[src/rtl/processor_control_pkg.sv]
// Shared pipeline-control definitions: memory opcodes, sequencer state encoding
// and the per-stage control bundle with its RUN-state decode.
package processor_control_pkg;

    localparam logic [4:0] OPCODE_LOAD  = 5'b01000;
    localparam logic [4:0] OPCODE_STORE = 5'b00111;
    localparam int         OPCODE_MSB   = 31;
    localparam int         OPCODE_LSB   = 27;

    typedef enum logic [1:0] {
        ST_RUN      = 2'd0,
        ST_MEM_WAIT = 2'd1,
        ST_HALTED   = 2'd2,
        ST_ERROR    = 2'd3
    } pcu_state_t;

    typedef struct packed {
        logic pc_enable;
        logic pc_select_branch;
        logic fd_enable;
        logic dx_enable;
        logic xm_enable;
        logic mw_enable;
        logic fd_flush;
        logic dx_bubble;
    } stage_ctrl_t;

    localparam stage_ctrl_t CTRL_FREEZE = '0;
    localparam stage_ctrl_t CTRL_RUN    = '{
        pc_enable:        1'b1,
        pc_select_branch: 1'b0,
        fd_enable:        1'b1,
        dx_enable:        1'b1,
        xm_enable:        1'b1,
        mw_enable:        1'b1,
        fd_flush:         1'b0,
        dx_bubble:        1'b0
    };

    function automatic logic is_mem_opcode(input logic [31:0] instr);
        return (instr[OPCODE_MSB:OPCODE_LSB] == OPCODE_LOAD) ||
               (instr[OPCODE_MSB:OPCODE_LSB] == OPCODE_STORE);
    endfunction

    // A taken branch discards the decode instruction, so it masks any load-use hazard.
    function automatic stage_ctrl_t run_ctrl(input logic branch, input logic hazard);
        stage_ctrl_t c;
        c = CTRL_RUN;
        if (branch) begin
            c.pc_select_branch = 1'b1;
            c.fd_flush         = 1'b1;
            c.dx_bubble        = 1'b1;
        end else if (hazard) begin
            c.pc_enable = 1'b0;
            c.fd_enable = 1'b0;
            c.dx_bubble = 1'b1;
        end
        return c;
    endfunction

endpackage

[src/rtl/pipeline_control_unit_if.sv]
// Event inputs and stage-control outputs of the pipeline sequencer.
interface pipeline_control_unit_if #(
    parameter int COUNTER_WIDTH = 16
);
    logic                     hazard_detected;
    logic                     branch_taken;
    logic                     dmem_request;
    logic                     dmem_ready;
    logic                     halt_request;
    logic                     pc_enable;
    logic                     pc_select_branch;
    logic                     fd_enable;
    logic                     dx_enable;
    logic                     xm_enable;
    logic                     mw_enable;
    logic                     fd_flush;
    logic                     dx_bubble;
    logic                     halted;
    logic                     mem_timeout;
    logic [COUNTER_WIDTH-1:0] stall_count;
    logic [COUNTER_WIDTH-1:0] flush_count;

    modport master (
        output hazard_detected, branch_taken, dmem_request, dmem_ready, halt_request,
        input  pc_enable, pc_select_branch, fd_enable, dx_enable, xm_enable, mw_enable,
        input  fd_flush, dx_bubble, halted, mem_timeout, stall_count, flush_count
    );

    modport slave (
        input  hazard_detected, branch_taken, dmem_request, dmem_ready, halt_request,
        output pc_enable, pc_select_branch, fd_enable, dx_enable, xm_enable, mw_enable,
        output fd_flush, dx_bubble, halted, mem_timeout, stall_count, flush_count
    );
endinterface

[src/rtl/saturating_counter.sv]
// Up-counter that sticks at all-ones instead of wrapping.
module saturating_counter #(
    parameter int WIDTH = 16
) (
    input  logic             clock,
    input  logic             reset,
    input  logic             increment,
    output logic [WIDTH-1:0] count
);

    logic [WIDTH-1:0] r_count;

    always_ff @(posedge clock or posedge reset) begin
        if (reset) begin
            r_count <= '0;
        end else if (increment && (r_count != '1)) begin
            r_count <= r_count + WIDTH'(1);
        end
    end

    assign count = r_count;

endmodule

[src/rtl/pipeline_control_unit.sv]
// Stall/flush sequencer: per-stage enables, flush and bubble from hazard, branch,
// data-memory and halt events, with a halt/error state machine and perf counters.
module pipeline_control_unit
    import processor_control_pkg::*;
#(
    parameter int COUNTER_WIDTH = 16,
    parameter int MEM_TIMEOUT   = 255
) (
    input  logic                    clock,
    input  logic                    reset,
    pipeline_control_unit_if.slave  ctrl
);

    localparam int TIMER_W = $clog2(MEM_TIMEOUT + 1);

    pcu_state_t         r_state;
    pcu_state_t         w_state_next;
    logic [TIMER_W-1:0] r_timer;
    logic [TIMER_W-1:0] w_timer_next;
    stage_ctrl_t        w_ctrl;
    logic               w_stall_inc;
    logic               w_flush_inc;

    always_comb begin
        w_state_next = r_state;
        w_timer_next = r_timer;
        w_ctrl       = CTRL_FREEZE;
        unique case (r_state)
            ST_RUN: begin
                if (ctrl.halt_request) begin
                    w_state_next = ST_HALTED;
                end else if (ctrl.dmem_request && !ctrl.dmem_ready) begin
                    w_state_next = ST_MEM_WAIT;
                    w_timer_next = TIMER_W'(1);
                end else begin
                    w_ctrl = run_ctrl(ctrl.branch_taken, ctrl.hazard_detected);
                end
            end
            ST_MEM_WAIT: begin
                // The completing cycle behaves like RUN so a held branch/hazard acts now.
                if (ctrl.dmem_ready) begin
                    w_ctrl       = run_ctrl(ctrl.branch_taken, ctrl.hazard_detected);
                    w_state_next = ST_RUN;
                    w_timer_next = '0;
                end else begin
                    w_timer_next = r_timer + TIMER_W'(1);
                    if (int'(r_timer) + 1 >= MEM_TIMEOUT) begin
                        w_state_next = ST_ERROR;
                    end
                end
            end
            default: begin
                w_state_next = r_state;
            end
        endcase
    end

    always_ff @(posedge clock or posedge reset) begin
        if (reset) begin
            r_state <= ST_RUN;
            r_timer <= '0;
        end else begin
            r_state <= w_state_next;
            r_timer <= w_timer_next;
        end
    end

    assign w_stall_inc = ((r_state == ST_RUN) || (r_state == ST_MEM_WAIT)) && !w_ctrl.pc_enable;
    assign w_flush_inc = w_ctrl.fd_flush;

    saturating_counter #(.WIDTH(COUNTER_WIDTH)) u_stall_counter (
        .clock     (clock),
        .reset     (reset),
        .increment (w_stall_inc),
        .count     (ctrl.stall_count)
    );

    saturating_counter #(.WIDTH(COUNTER_WIDTH)) u_flush_counter (
        .clock     (clock),
        .reset     (reset),
        .increment (w_flush_inc),
        .count     (ctrl.flush_count)
    );

    assign ctrl.pc_enable        = w_ctrl.pc_enable;
    assign ctrl.pc_select_branch = w_ctrl.pc_select_branch;
    assign ctrl.fd_enable        = w_ctrl.fd_enable;
    assign ctrl.dx_enable        = w_ctrl.dx_enable;
    assign ctrl.xm_enable        = w_ctrl.xm_enable;
    assign ctrl.mw_enable        = w_ctrl.mw_enable;
    assign ctrl.fd_flush         = w_ctrl.fd_flush;
    assign ctrl.dx_bubble        = w_ctrl.dx_bubble;
    assign ctrl.halted           = (r_state == ST_HALTED) || (r_state == ST_ERROR);
    assign ctrl.mem_timeout      = (r_state == ST_ERROR);

endmodule

[src/flat_wrapper.sv]
// flat-port wrapper written by rule: the top's interface ports become plain ports
module pipeline_control_unit_flat import processor_control_pkg::*;
#(
    parameter int COUNTER_WIDTH = 16,
    parameter int MEM_TIMEOUT   = 255
)
  (clock, reset, ctrl_hazard_detected, ctrl_branch_taken, ctrl_dmem_request, ctrl_dmem_ready, ctrl_halt_request, ctrl_pc_enable, ctrl_pc_select_branch, ctrl_fd_enable, ctrl_dx_enable, ctrl_xm_enable, ctrl_mw_enable, ctrl_fd_flush, ctrl_dx_bubble, ctrl_halted, ctrl_mem_timeout, ctrl_stall_count, ctrl_flush_count);
  pipeline_control_unit_if #(.COUNTER_WIDTH(COUNTER_WIDTH)) ctrl_i ();
  input  logic clock;
  input  logic reset;
  input wire logic [$bits(ctrl_i.hazard_detected)-1:0] ctrl_hazard_detected;
  input wire logic [$bits(ctrl_i.branch_taken)-1:0] ctrl_branch_taken;
  input wire logic [$bits(ctrl_i.dmem_request)-1:0] ctrl_dmem_request;
  input wire logic [$bits(ctrl_i.dmem_ready)-1:0] ctrl_dmem_ready;
  input wire logic [$bits(ctrl_i.halt_request)-1:0] ctrl_halt_request;
  output wire logic [$bits(ctrl_i.pc_enable)-1:0] ctrl_pc_enable;
  output wire logic [$bits(ctrl_i.pc_select_branch)-1:0] ctrl_pc_select_branch;
  output wire logic [$bits(ctrl_i.fd_enable)-1:0] ctrl_fd_enable;
  output wire logic [$bits(ctrl_i.dx_enable)-1:0] ctrl_dx_enable;
  output wire logic [$bits(ctrl_i.xm_enable)-1:0] ctrl_xm_enable;
  output wire logic [$bits(ctrl_i.mw_enable)-1:0] ctrl_mw_enable;
  output wire logic [$bits(ctrl_i.fd_flush)-1:0] ctrl_fd_flush;
  output wire logic [$bits(ctrl_i.dx_bubble)-1:0] ctrl_dx_bubble;
  output wire logic [$bits(ctrl_i.halted)-1:0] ctrl_halted;
  output wire logic [$bits(ctrl_i.mem_timeout)-1:0] ctrl_mem_timeout;
  output wire logic [$bits(ctrl_i.stall_count)-1:0] ctrl_stall_count;
  output wire logic [$bits(ctrl_i.flush_count)-1:0] ctrl_flush_count;
  assign ctrl_i.hazard_detected = ctrl_hazard_detected;
  assign ctrl_i.branch_taken = ctrl_branch_taken;
  assign ctrl_i.dmem_request = ctrl_dmem_request;
  assign ctrl_i.dmem_ready = ctrl_dmem_ready;
  assign ctrl_i.halt_request = ctrl_halt_request;
  assign ctrl_pc_enable = ctrl_i.pc_enable;
  assign ctrl_pc_select_branch = ctrl_i.pc_select_branch;
  assign ctrl_fd_enable = ctrl_i.fd_enable;
  assign ctrl_dx_enable = ctrl_i.dx_enable;
  assign ctrl_xm_enable = ctrl_i.xm_enable;
  assign ctrl_mw_enable = ctrl_i.mw_enable;
  assign ctrl_fd_flush = ctrl_i.fd_flush;
  assign ctrl_dx_bubble = ctrl_i.dx_bubble;
  assign ctrl_halted = ctrl_i.halted;
  assign ctrl_mem_timeout = ctrl_i.mem_timeout;
  assign ctrl_stall_count = ctrl_i.stall_count;
  assign ctrl_flush_count = ctrl_i.flush_count;
  pipeline_control_unit #(.COUNTER_WIDTH(COUNTER_WIDTH), .MEM_TIMEOUT(MEM_TIMEOUT)) u_core (.clock(clock), .reset(reset), .ctrl(ctrl_i));
endmodule
[config.mk]
export PLATFORM = sky130hd
export DESIGN_NAME = pipeline_control_unit_flat
export DESIGN_NICKNAME = d
export VERILOG_FILES = /design/src/rtl/processor_control_pkg.sv /design/src/rtl/pipeline_control_unit_if.sv /design/src/rtl/saturating_counter.sv /design/src/rtl/pipeline_control_unit.sv /design/src/flat_wrapper.sv
export SDC_FILE = /design/constraint.sdc
export NUM_CORES = 1
export LEC_CHECK = 0
export CAP_MARGIN = 20
export CORE_MARGIN = 2
export CORE_UTILIZATION = 46
export DETAILED_ROUTE_END_ITERATION = 6
export DONT_BUFFER_PORTS = 1
export PLACE_DENSITY = 0.6
export SLEW_MARGIN = 5
export SYNTH_ARGS = -nofsm -noshare
export SYNTH_HDL_FRONTEND = slang
export SYNTH_SLANG_ARGS = --single-unit
[constraint.sdc]
create_clock -name clock -period 1.55 [get_ports clock]
set_input_delay 0.155 -clock clock [delete_from_list [all_inputs] [get_ports clock]]
set_output_delay 0.155 -clock clock [all_outputs]
set_load 0.1 [all_outputs]
==> Yosys cells after proc, flatten, opt, wreduce, memory -nomap -nowiden <==
Index checks and enable logic that the tools add are counted.
{ "totals": {"mem_bits_ro": 0, "mem_count": 0, "register_bits": 42, "wordCells": 48, "latchBits": 0, "ramBits": 0} }
{ "op_classes": {"n_eq_ne": 9, "bitwise": 0, "div": 0, "order_cmp": 1, "add_sub_neg": 4, "mux": 18, "n_reduce_logical": 12, "mul": 0, "shift": 0} }
{ "op_table": {"columns": ["operator", "count"], "rows": [
  ["2-to-1 mux 8 bit", 6],
  ["adder 16 x 1 -> 16 bit, second input constant", 2],
  ["greater-or-equal comparator 32 x 9 -> 1 bit, second input constant", 1],
  ["!= test 16 bit, second input constant", 2],
  ["case mux 8 bit (2 select lines)", 2],
  ["adder 8 x 1 -> 9 bit, second input constant", 1],
  ["adder 8 x 1 -> 8 bit, second input constant", 1],
  ["2-to-1 mux 2 bit", 4],
  ["!= test 3 x 2 -> 1 bit, second input constant", 2],
  ["AND reduction 3 bit", 2],
  ["2-to-1 mux 1 bit", 5],
  ["== test 2 bit, second input constant", 2],
  ["logical AND 1 bit", 4],
  ["case mux 2 bit (2 select lines)", 1],
  ["== test 2 x 1 -> 1 bit, second input constant", 1],
  ["logical NOT 1 bit", 2],
  ["logical NOT 2 bit", 1],
  ["logical OR 1 bit", 2],
  ["!= test 2 x 1 -> 1 bit, second input constant", 1],
  ["!= test 2 bit, second input constant", 1],
  ["nonzero test 2 bit", 1]
]} }

==> Longest topological paths before layout <==
{ "depth": {"depth_word": 8, "depth_mapped": 5, "depth_no_buf": 5} }

==> By module <==
A second synthesis with hierarchy kept.
{ "unflattened": {"hier_cells": 223, "area_unflattened_um2": 2306.0} }
{ "by_module_without_submodules": {"columns": ["mod", "cells_per_inst", "area_each_um2", "instances"], "rows": [
  ["saturating_counter", 71, 805.8, 2],
  ["pipeline_control_unit", 81, 694.4, 1]
]} }

==> Worst setup path before layout <==
No wires, ideal clock.
{ "synth_timing": {"path_type": "register to output", "from": "register u_core.r_state[0]", "to": "output port ctrl_dx_bubble", "t_arrival_ps": 2928, "path_slack_ps": -1533, "n_path_buf": 0, "required_time_ps": 1395, "stages_incl_launch_ff": 4, "cell_sequence": "dfrtp_1 o21bai_4 nand3_1 nor3_1"} }
{ "synth_via": {"elab_chain_len": 2} }
{ "synth_lines": {"columns": ["item", "line_no", "source"], "rows": [
  ["start, declared", "pipeline_control_unit.sv:16", "pcu_state_t r_state;"],
  ["start signal, assigned", "pipeline_control_unit.sv:63", "r_state <= w_state_next;"],
  ["== test 2 x 1 -> 1 bit or logical NOT 2 bit (tied branches)", "pipeline_control_unit.sv:28", "unique case (r_state)"],
  ["case mux 8 bit (2 select lines) (*)", "pipeline_control_unit.sv:28", null],
  ["end, declared", "flat_wrapper.sv:23", "output wire logic [$bits(ctrl_i.dx_bubble)-1:0] ctrl_dx_bubble;"]
]} }
Mark *: on every way between the ends. The rest lies on a longest branch, timed or not.

==> Worst setup path in the final report <==
Same ends and word-level chain as after synthesis.

==> flow_summary.yaml <==
global_route:
  grt_usage_pct: 20.8
  grt_max_degree: 43
  grt_pass1_vias: 2135
  grt_pass1_wl_microns: 10100
  gr-total-overflow: 0
  grt_antenna_before_repair: 0
yosys:
  synth_fa_ha_area_share_pct: 2.05
  synth_area_leaders: "dfrtp_1, xnor2_1, xor2_1"
  synth_top_area_share_pct: 43.1
  yosys.cell_types.count: 54
  synth-simple-area-share_pct: 26.0
  synth-seq-cells: 42
  synth_cells: 227
  ys_seq_area_share_pct: 43.1
  ys.flop_type: "dfrtp_1"
  synth_top_family_by_area: "simple AND/OR/NAND/NOR gates"
  synth_compound_gate_area_share_pct: 12.9
  synthesis.nets: 238
  netlist_area_sq_um: 2440
  synthTopCellsByCount: "dfrtp_1, xnor2_1, nand3_1, nand2_1"
  yosysTopAreaCell: "dfrtp_1"
  async_reset_ff_share_pct: 100
  synth-xor-area-share_pct: 10.1
  synth_most_common_cell: "dfrtp_1"
  synthMuxAreaShare_pct: 2.41
  ys_warn_count: 0
  avgSynthCellArea_sq_um: 10.7
  synth_edf_count: 0
final_layout:
  seq_area_sq_um: 1170
  layout.nets: 309
  design_area_sq_um: 3540
  fill_cells: 403
  diodes: 0
  syn_to_final_growth_pct: 45.3
  multi_input_area_sq_um: 1510
  drive_gt1_share_pct: 54.2
worst_setup_path:
  ff2ff_setup_slack_ns: -0.05
  path_class: "reg -> out"
  worstRegToRegCells: 5
  cp.required_ns: 1.39
  crit_arrival_ns: 1.55
  cp-end-kind: "output port"
  worstPathMaxFanout: 3
  cp-start-kind: "register"
  r2r-start: "u_core.u_flush_counter.count[1]"
  r2r-end: "u_core.u_flush_counter.count[6]"
sta:
  finClkSkew_ns: 0.00767
  maxSlewViolCount: 0
  rsz0062_at_grt: "true"
  finalWorstSetupSlack_ns: -0.153
  min_period_ns: 1.70
  worst_pin_slew_ns: 0.535
  fmax_ghz: 0.587
  hold_violations: 0
  slew_headroom_pct: 64.3
  timing.final.crit_share_pct: 110
  finalSetupViolCount: 12
min_path:
  worstHoldStart: "ctrl_dmem_request"
  worstHoldPathCells: 2
  hp-class: "in -> reg"
  hold-path-endpoint: "u_core.r_state[0]"
pwr:
  clock_power_share_pct: 39.2
  peakVddDrop_uv: 370
  fin_total_pwr_mw: 1.92
  seqPwrFrac_pct: 57.1
  switchingPower_mw: 0.444
  intPower_mw: 1.48
  swShare_pct: 23.1
  cellPowerDensity_nw_per_um2: 542
  p_comb_share_pct: 3.7
  power_leakage_nw: 1.48
clock_tree:
  clock_latency_ns: 0.30
  clkSlewWorstSetupHoldPaths_ns: 0.08
  h-tree-depth: 2
  numCtsBuffers: 5
  clockRootBuffer: "clkbuf_8"
  clock-sinks: 42
  clk_path_buf_depth: 2
  cts_tree: "done"
die:
  rows: 26
  die_x_microns: 76.8
  start_util_pct: 47.7
  ios: 49
  core_area_sq_um: 5110
  dieArea_sq_um: 5900
  die_h_microns: 76.8
detailed_routing:
  wl_microns: 5730
  wire_per_inst_microns: 15.5
  postRouteAntennaNets: 0
  dr.pass1.iters: 4
  drt-vias-per-instance: 5.54
  drc: 0
  drtIter0Drc: 60
  vias: 2045
flow_run:
  drv_cap: 0
run_status:
  outcome: "complete, but fails checks"
  violations: "negative setup slack"
place:
  placed_area_sq_um: 3250
  place.gp.congestion: 0.852
  io_buffers: 0
  dp_hpwl_microns: 4170
## timing repair
item,4_1_cts,5_1_grt
cloned,1,0
pin swaps,9,13
endpoints found under the hold margin,43,0
gates resized for setup,9,16
setup endpoints to repair,18,45
buffers inserted,7,1
hold buffers,2,0
## flip-flops by register name, summed over array words and instances (netlist names)
| signal | cells |
|---|---|
| u_core.r_timer | 8 |
| u_core.r_state | 2 |
| u_core.u_stall_counter.count | 16 |
| u_core.u_flush_counter.count | 16 |
## layout by cell type, fill, tap and decap left out, types with 3 or more instances in the layout
master / Yosys / final
inv_1: 8 / 5
nand4_4: 2 / 3
buf_6: 1 / 7
clkbuf_8: 0 / 6
clkinvlp_4: 0 / 4
o21ai_1: 7 / 8
and3_1: 7 / 5
buf_12: 0 / 4
nor2_1: 11 / 10
nand2b_1: 3 / 3
xor2_1: 11 / 11
nor3_2: 2 / 5
buf_4: 4 / 58
a31oi_1: 5 / 4
xnor2_1: 17 / 17
nand2_1: 12 / 10
nand4_1: 7 / 7
dfrtp_1: 42 / 9
o211ai_1: 6 / 6
nor4_2: 5 / 3
dfrtp_4: 0 / 30
nand3_1: 14 / 11
o31ai_1: 3 / 3
and4_1: 4 / 3
and2_1: 5 / 5
dfrtp_2: 0 / 3
nor4_4: 1 / 4
## cells by family (layout without fill, tap and decap cells)
logic type | count (synthesis) | count (layout)
muxes | 5 | 5
xor gates and xnor gates | 28 | 28
AOI/OAI and AO/OA | 40 | 40
DFF | 42 | 42
buffers and inverters | 16 | 88
adders and majority gates | 4 | 4
and+or+nand+nor | 92 | 92
## critical path: stages, from the launching register on
cell      delay, ns
dfrtp_2        0.44
o21bai_4       0.13
buf_6          0.11
nand3_4        0.11
nor3_4         0.25
buf_12         0.21
## worst max path at each step
stage	slack [ns]	endpoint	startpoint
6_report	-0.15	ctrl_dx_bubble	u_core.r_state[0]
5_1_grt	-0.21	ctrl_dx_bubble	u_core.r_state[0]
4_1_cts	-0.19	ctrl_dx_bubble	u_core.r_state[0]
3_5_place_dp	-0.02	u_core.u_stall_counter.count[1]	u_core.u_stall_counter.count[1]
3_3_place_gp	0.0007	u_core.u_stall_counter.count[1]	u_core.u_stall_counter.count[1]
2_1_floorplan	-0.32	u_core.u_stall_counter.count[1]	u_core.u_stall_counter.count[1]
## power by group through the flow
stage / logic (mW) / clock network [mW] / registers [mW]
finish: 0.0708 / 0.753 / 1.10
global route: 0.0785 / 0.826 / 1.10
CTS: 0.0733 / 0.784 / 1.10
detailed placement: 0.0663 / 0 / 1.12
global placement: 0.0647 / 0 / 1.12
floorplan: 0.0375 / 0 / 1.13
## cell type report
class / instances / area share (%)
multi-input cells: 169 / 42.6
flip-flops and latches: 42 / 33.0
repair buffers: 72 / 18.1
well taps: 70 / 2.47
clock buffers: 6 / 2.33
inverters: 8 / 1.17
clock inverters: 2 / 0.353
## routing by layer
metal  up-vias  global-route usage [%]  share of wire [%]
met3         2                    6.12                4.7
met4         0                    4.91               0.42
met5         -                       0                  0
met2        45                    35.0                 51
met1      1022                    26.4                 44
li1        976                       -                  -
## metrics by stage
stage	setup TNS, ns	worst slack (ns)	std cells	utilization, %	hold WS [ns]
after floorplan	-4.38	-0.322	227	-	0.242
after global placement	0	0.000664	351	63.7	0.209
after detailed placement	-0.0550	-0.0250	351	63.7	0.221
after CTS	-1.47	-0.195	369	68.1	0.0728
after global routing	-2.60	-0.205	369	69.4	0.0821
final	-1.03	-0.153	369	69.4	0.0783
Power figures use the tool's default switching activity.
